[src/rtl/int_ctrl.sv]
// Coprocessor-0 interrupt controller: synchronizes int_req, holds STATUS/CAUSE/EPC/EBASE,
// and redirects the pipeline into the handler and back on ERET. Define CP_TIMER_EN for COUNT/COMPARE.
module int_ctrl #(
    parameter logic [31:0] HANDLER_ADDR = 32'h0000_000C,
    parameter int          SYNC_STAGES  = 2
) (
    input  logic        clk,
    input  logic        rst_n,
    input  logic        int_req,
    input  logic        take_en,
    input  logic        is_eret,
    input  logic        cp_wen,
    input  logic [4:0]  cp_addr_w,
    input  logic [31:0] cp_data_w,
    input  logic [4:0]  cp_addr_r,
    output logic [31:0] cp_data_r,
    input  logic [31:0] ret_addr,
    output logic        jump_en,
    output logic [31:0] jump_addr,
    output logic        int_ack,
    output logic        in_isr
);

    localparam logic [1:0] S_IDLE = 2'd0;
    localparam logic [1:0] S_TAKE = 2'd1;
    localparam logic [1:0] S_ISR  = 2'd2;
    localparam logic [1:0] S_RET  = 2'd3;

    localparam logic [4:0] A_STATUS = 5'd12;
    localparam logic [4:0] A_CAUSE  = 5'd13;
    localparam logic [4:0] A_EPC    = 5'd14;
    localparam logic [4:0] A_EBASE  = 5'd15;

    logic [1:0]             state_q, state_d;
    logic [SYNC_STAGES-1:0] sync_q;
    logic                   sync_prev_q;
    logic                   ie_q, ie_d, exl_q, exl_d, ip_q, ip_d;
    logic [31:0]            epc_q, epc_d, ebase_q, ebase_d;
    logic                   jump_en_q, jump_en_d, int_ack_q, int_ack_d;
    logic [31:0]            jump_addr_q, jump_addr_d;
    logic                   ti, irq, rise, take, eret;
    logic                   wr_status, wr_cause, wr_epc, wr_ebase;

    assign wr_status = cp_wen && (cp_addr_w == A_STATUS);
    assign wr_cause  = cp_wen && (cp_addr_w == A_CAUSE);
    assign wr_epc    = cp_wen && (cp_addr_w == A_EPC);
    assign wr_ebase  = cp_wen && (cp_addr_w == A_EBASE);

    assign rise = sync_q[SYNC_STAGES-1] & ~sync_prev_q;
    assign irq  = ip_q | ti;
    assign take = (state_q == S_IDLE) && irq && ie_q && !exl_q && take_en;
    assign eret = (state_q == S_ISR) && is_eret && take_en;

    always_comb begin
        state_d = state_q;
        case (state_q)
            S_IDLE:  if (take) state_d = S_TAKE;
            S_TAKE:  state_d = S_ISR;
            S_ISR:   if (eret) state_d = S_RET;
            default: state_d = S_IDLE;
        endcase

        ie_d  = wr_status ? cp_data_w[0] : ie_q;
        exl_d = take ? 1'b1 : (eret ? 1'b0 : exl_q);

        // A fresh edge beats any clear arriving in the same cycle.
        ip_d = ip_q;
        if (take || (wr_cause && !cp_data_w[10])) ip_d = 1'b0;
        if (rise) ip_d = 1'b1;

        epc_d   = take ? ret_addr : (wr_epc ? cp_data_w : epc_q);
        ebase_d = wr_ebase ? {cp_data_w[31:2], 2'b00} : ebase_q;

        jump_en_d   = take | eret;
        int_ack_d   = take;
        jump_addr_d = take ? ebase_q : (eret ? epc_q : jump_addr_q);
    end

    always_ff @(posedge clk or negedge rst_n) begin
        if (!rst_n) begin
            state_q     <= S_IDLE;
            sync_q      <= '0;
            sync_prev_q <= 1'b0;
            ie_q        <= 1'b0;
            exl_q       <= 1'b0;
            ip_q        <= 1'b0;
            epc_q       <= '0;
            ebase_q     <= HANDLER_ADDR;
            jump_en_q   <= 1'b0;
            int_ack_q   <= 1'b0;
            jump_addr_q <= '0;
        end else begin
            state_q     <= state_d;
            sync_q      <= {sync_q[SYNC_STAGES-2:0], int_req};
            sync_prev_q <= sync_q[SYNC_STAGES-1];
            ie_q        <= ie_d;
            exl_q       <= exl_d;
            ip_q        <= ip_d;
            epc_q       <= epc_d;
            ebase_q     <= ebase_d;
            jump_en_q   <= jump_en_d;
            int_ack_q   <= int_ack_d;
            jump_addr_q <= jump_addr_d;
        end
    end

`ifdef CP_TIMER_EN
    localparam logic [4:0] A_COUNT   = 5'd9;
    localparam logic [4:0] A_COMPARE = 5'd11;

    logic [31:0] count_q, compare_q;
    logic        ti_q;
    logic        wr_count, wr_compare, match;

    assign wr_count   = cp_wen && (cp_addr_w == A_COUNT);
    assign wr_compare = cp_wen && (cp_addr_w == A_COMPARE);
    assign match      = (count_q == compare_q) && (compare_q != 32'd0);

    // A match wins over the clear caused by a COMPARE write on the same edge.
    always_ff @(posedge clk or negedge rst_n) begin
        if (!rst_n) begin
            count_q   <= '0;
            compare_q <= '0;
            ti_q      <= 1'b0;
        end else begin
            count_q   <= wr_count ? cp_data_w : count_q + 32'd1;
            compare_q <= wr_compare ? cp_data_w : compare_q;
            ti_q      <= match ? 1'b1 : (wr_compare ? 1'b0 : ti_q);
        end
    end

    assign ti = ti_q;
`else
    assign ti = 1'b0;
`endif

    always_comb begin
        cp_data_r = '0;
        case (cp_addr_r)
            A_STATUS: cp_data_r = {30'd0, exl_q, ie_q};
            A_CAUSE:  cp_data_r = {1'b0, ti, 19'd0, ip_q, 10'd0};
            A_EPC:    cp_data_r = epc_q;
            A_EBASE:  cp_data_r = ebase_q;
`ifdef CP_TIMER_EN
            A_COUNT:   cp_data_r = count_q;
            A_COMPARE: cp_data_r = compare_q;
`endif
            default:  cp_data_r = '0;
        endcase
    end

    assign jump_en   = jump_en_q;
    assign jump_addr = jump_addr_q;
    assign int_ack   = int_ack_q;
    assign in_isr    = exl_q;

endmodule

[config.mk]
export PLATFORM = sky130hd
export DESIGN_NAME = int_ctrl
export DESIGN_NICKNAME = d
export VERILOG_FILES = /design/src/rtl/int_ctrl.sv
export SDC_FILE = /design/constraint.sdc
export NUM_CORES = 1
export LEC_CHECK = 0
export ABC_AREA = 0
export CORE_AREA = 4 4 113 115
export CTS_BUF_LIST = sky130_fd_sc_hd__clkbuf_8 sky130_fd_sc_hd__clkbuf_16
export DETAILED_ROUTE_END_ITERATION = 8
export DIE_AREA = 0 0 117 119
export PLACE_DENSITY_LB_ADDON = 0.05
export SKIP_LAST_GASP = 1
export SYNTH_ARGS = -nofsm -noshare
export SYNTH_HDL_FRONTEND = slang
export SYNTH_SLANG_ARGS = --single-unit
export TNS_END_PERCENT = 20
[constraint.sdc]
create_clock -name clk -period 1.9 [get_ports clk]
set_input_delay 0.38 -clock clk [delete_from_list [all_inputs] [get_ports clk]]
set_output_delay 0.38 -clock clk [all_outputs]
set_load 0.02 [all_outputs]
Word level (Yosys, flattened, before mapping)
Index checks and enable logic that the tools add are counted.
W data, S select, Z words.
{ "classes": {"eq_ne": 12, "n_mux": 12, "n_bitwise": 3, "reduce_logical": 19} }
{ "ops": {"columns": ["operator", "n"], "rows": [
  ["$mux W32", 4],
  ["$pmux W32 S4", 1],
  ["$eq A5 B4 Y1 const B", 8],
  ["$logic_and A1 B1 Y1", 11],
  ["$pmux W2 S3", 1],
  ["$reduce_bool A2 Y1", 3],
  ["$mux W1", 4],
  ["$mux W2", 2],
  ["$ne A2 B2 Y1 const B", 2],
  ["$eq A2 B1 Y1 const B", 1],
  ["$eq A2 B2 Y1 const B", 1],
  ["$logic_not A1 Y1", 2],
  ["$logic_not A2 Y1", 1],
  ["$reduce_and A2 Y1", 1],
  ["$and A1 B1 Y1", 1],
  ["$logic_or A1 B1 Y1", 1],
  ["$not A1 Y1", 1],
  ["$or A1 B1 Y1", 1]
]} }
{ "totals": {"register_bits": 104, "inputBits": 80, "output_inout_bits": 67, "word_cells": 57} }

Longest topological paths before layout
{ "depth": {"depth_word": 8, "mapped_depth": 7, "ltp_nobuf": 5} }

Worst setup path after synthesis
Ideal clock, no wire load.
{ "synth_path": {"kind": "in2out", "from": "input port cp_addr_r[4]", "to": "output port cp_data_r[11]", "arrival_ns": 1.384, "t_required_ns": 1.520, "path_slack_ns": 0.136, "path_stages": 5, "path_buffers": 2, "path_cell_list": "nand3b_1 -> nor3_1 -> buf_2 -> buf_4 -> a22o_1"} }
{ "synth_between": {"elab_chain_len": 2, "word_cells_on_any_way": 5, "cone_classes": "eq/ne (4); mux (1)"} }
{ "synth_rtl": {"columns": ["item", "line", "text"], "rows": [
  ["start, declared", "15", "input logic [4:0] cp_addr_r,"],
  ["$eq A5 B4 Y1", "139", "case (cp_addr_r)"],
  ["$pmux W32 S4 (*)", "139", null],
  ["end, declared", "16", "output logic [31:0] cp_data_r,"]
]} }
Every way passes the cells marked *; elsewhere a longest branch is shown, timed or not.

Worst setup path after layout
{ "layout_path": {"from": "input port cp_addr_r[3]", "to": "output port cp_data_r[24]"} }
The elaborated chain is that of the path after synthesis.

==> metrics.yaml <==
placed_cell_area_um2: 7010
core_region_area_um2: 11800
fin_skew_ps: 7.11
nets: 686
drtIter0Drc: 271
grt_start_max_net_pins: 45
worst_pin_slew_ps: 457
hp-class: "reg2reg"
count_of_clock_tree_sinks: 104
route.antenna.remaining_nets: 0
maxSlewHeadroom_pct: 69.5
synthesis.area_per_instance_um2: 11.9
post-route-cell-area_um2: 7370
start_kind: "input port"
die-width_um: 117
final.period_utilization_pct: 105
port-buffer-count: 146
critical_path.cell_chain: "clkdlybuf4s15_1 -> nand3b_1 -> nor3_4 -> buf_12 -> buf_8 -> buf_6 -> a22o_1 -> buf_6"
floorplan.die_area_um2: 13900
pre_cts_slack_ps: -789
leakagePower_nw: 3.36
worstSetupPathType: "in2out"
clk_root_buffer_cell: "sky130_fd_sc_hd__clkbuf_16"
cp.required_ps: 1520
synth_area_leader: "sky130_fd_sc_hd__dfrtp_1"
final.setup.tns_ps: -1700
post_drt_via_cell_ratio: 6.05
ys_top_cells_by_area: "sky130_fd_sc_hd__dfrtp_1, sky130_fd_sc_hd__mux2_4, sky130_fd_sc_hd__mux2i_1"
failed_checks: "setup timing"
final_max_slew_viol_count: 0
setup-violations-final: 30
cts.reportedPaths.clkPinSlew_ps: 60
syn_nets: 523
place.gp.congestion: 0.801
clock_latency_ps: 340
num_vias: 4564
worstPathMaxFanout: 4
grt_setup_unrepaired: "yes"
place.detailed.hpwl_um: 11100
critical_path_arrival_ps: 1620
synthCells: 440
yosys_warnings: 0
tritoncts: "yes"
firstDrtPassIters: 5
powerDensity_nw_per_um2: 1200
wl_per_cell_um: 22.5
first_global_vias: 4852
antenna_found_initial: 0
hold_viol_final: 0
worst_setup_path_end_kind: "primary output"
seq_area_frac_synth_pct: 49.8
tritoncts.num_buffers: 9
post_synth_instance_area_um2: 5230
track_usage_pct: 24.2
routed_wl_um: 17000
rrSetupSlack_ps: 320
synth_largest_type_area_fraction_pct: 48.8
cpMaxStageDelayCell: "sky130_fd_sc_hd__nor3_4"
fmax_mhz: 499
synthDistinctLibCells: 35
timing.max_cap.violations: 0
first_pass_grt_wire_length_um: 26300
n_antenna_cell: 0
initial_utilization_pct: 44.3
final.min_clock_period_ps: 2000
postSynthRegisterBits: 104
htree_levels: 3
critical-path-top-cell-by-count: "sky130_fd_sc_hd__buf_6"
die_y_um: 119
final_critical_path_setup_slack_ps: -103
placed_cells_incl_taps: 725
remaining_drc_errors: 0
rows: 40
final_cells: 754
proportion_of_layout_cells_with_a_drive_suffix_above_1_pct: 23.6
flow.area_growth_from_synthesis_pct: 41.0
clock_path_buffers: 2
filler_cell_count: 943
status: "complete, but fails checks"
critical_path.max_stage_delay_ps: 220
vdd.ir_drop.worst_uv: 558
ioPinCount: 147
grt.overflow.total: 0
==> kinds of logic after synthesis <==
family / share of synthesized area, %
and+or+nand+nor: 5.81
buffers and inverters: 5.48
AOI/OAI and AO/OA: 22.2
adders and majority gates: 0.718
DFF: 49.8
muxes: 16.0
==> placed cells by master (no fill, tap or decap), drive strengths merged, types with 5 or more instances in the layout <==
| master | count |
|---|---|
| dfrtp | 102 |
| a32oi | 32 |
| nand2 | 6 |
| mux2 | 33 |
| buf | 83 |
| nand3 | 32 |
| clkbuf | 11 |
| a22o | 29 |
| a2bb2oi | 33 |
| mux2i | 35 |
| clkdlybuf4s50 | 108 |
| inv | 8 |
| o21ai | 62 |
| nor3 | 5 |
==> per-layer routing <==
| metal | vias up | routed length, µm | GRT usage [%] |
|---|---|---|---|
| met3 | 27 | 1140 | 3.56 |
| met4 | 0 | 349 | 7.96 |
| met2 | 208 | 8270 | 39.1 |
| li1 | 2021 | - | - |
| met1 | 2308 | 7220 | 33.4 |
| met5 | - | 0 | 0 |
==> report_power, final <==
part / internal, mW / switching, mW / leakage, nW / total [mW]
clock: 0.945 / 0.796 / 0.139 / 1.74
combinational: 1.68 / 1.73 / 1.94 / 3.41
sequential: 3.06 / 0.611 / 1.28 / 3.67
==> final cells by class <==
type	instances	area, µm²	share of cell area [%]
Sequential cell	104	2610	35.3
Clock buffer	11	253	3.43
Timing Repair Buffer	198	1910	26.0
Multi-Input combinational cell	283	2370	32.2
Tap cell	147	184	2.49
Inverter	7	26.3	0.356
Clock inverter	4	21.3	0.288
==> through the flow <==
stage               hold slack, ps  util (%)  power, mW
floorplan                     84.4         -       5.53
global route                   372      62.4       9.29
global placement               339      59.3       7.03
CTS                            358      62.3       8.88
finish                         353      62.4       8.83
detailed placement             344      59.3       7.13
==> Yosys cell counts (all sizes together) <==
cell     number
ha            3
dfrtp       102
mux2         33
and2b         1
nand4b        1
o21bai        1
a2bb2oi      33
nand2b        1
mux2i        35
nand2         6
a22o         29
nand3        32
nor2          2
and4b         2
a32oi        32
nor3          5
nand3b        1
a21oi         1
or4b          1
clkbuf       18
dfstp         2
buf          28
a32o          1
and3          1
o21ai        62
inv           7
==> path summary, 6_finish.rpt <==
| path | start | end | depth (start not counted) |
|---|---|---|---|
| min in group asynchronous | rst_n | jump_addr[5]$_DFFE_PN0P_ | 2 |
| setup / recovery | cp_addr_r[3] | cp_data_r[24] | 8 |
| hold / removal | sync_q[0]$_DFF_PN0_ | sync_q[1]$_DFF_PN0_ | 0 |
| hold reg to reg | sync_q[0]$_DFF_PN0_ | sync_q[1]$_DFF_PN0_ | 0 |
| max in group asynchronous | rst_n | int_ack$_DFF_PN0_ | 3 |
| setup reg to reg | state_q[0]$_DFFE_PN0P_ | epc_q[10]$_DFFE_PN0P_ | 5 |
==> sequential cells by signal, indices dropped and copies added (netlist names) <==
name	cells
sync_prev_q	1
ip_q	1
epc_q	32
state_q	2
sync_q	2
jump_addr	32
ebase_q	30
in_isr	1
int_ack	1
ie_q	1
jump_en	1
==> worst max-delay path, delay by kind of cell <==
kind            cells  cell delay, ps
compound gates      1             160
simple gates        2             410
buf+inv             5             660
==> timing repair <==
action | in CTS | in global routing
hold buffers | 1 | 0
pin swaps | 7 | 1
resized for setup | 163 | 5
endpoints found under the hold margin | 27 | 0
setup endpoints to repair | 32 | 32
gates cloned | 3 | 0
buffers inserted | 10 | 0
No activity file was read; power rests on OpenSTA's default activity.
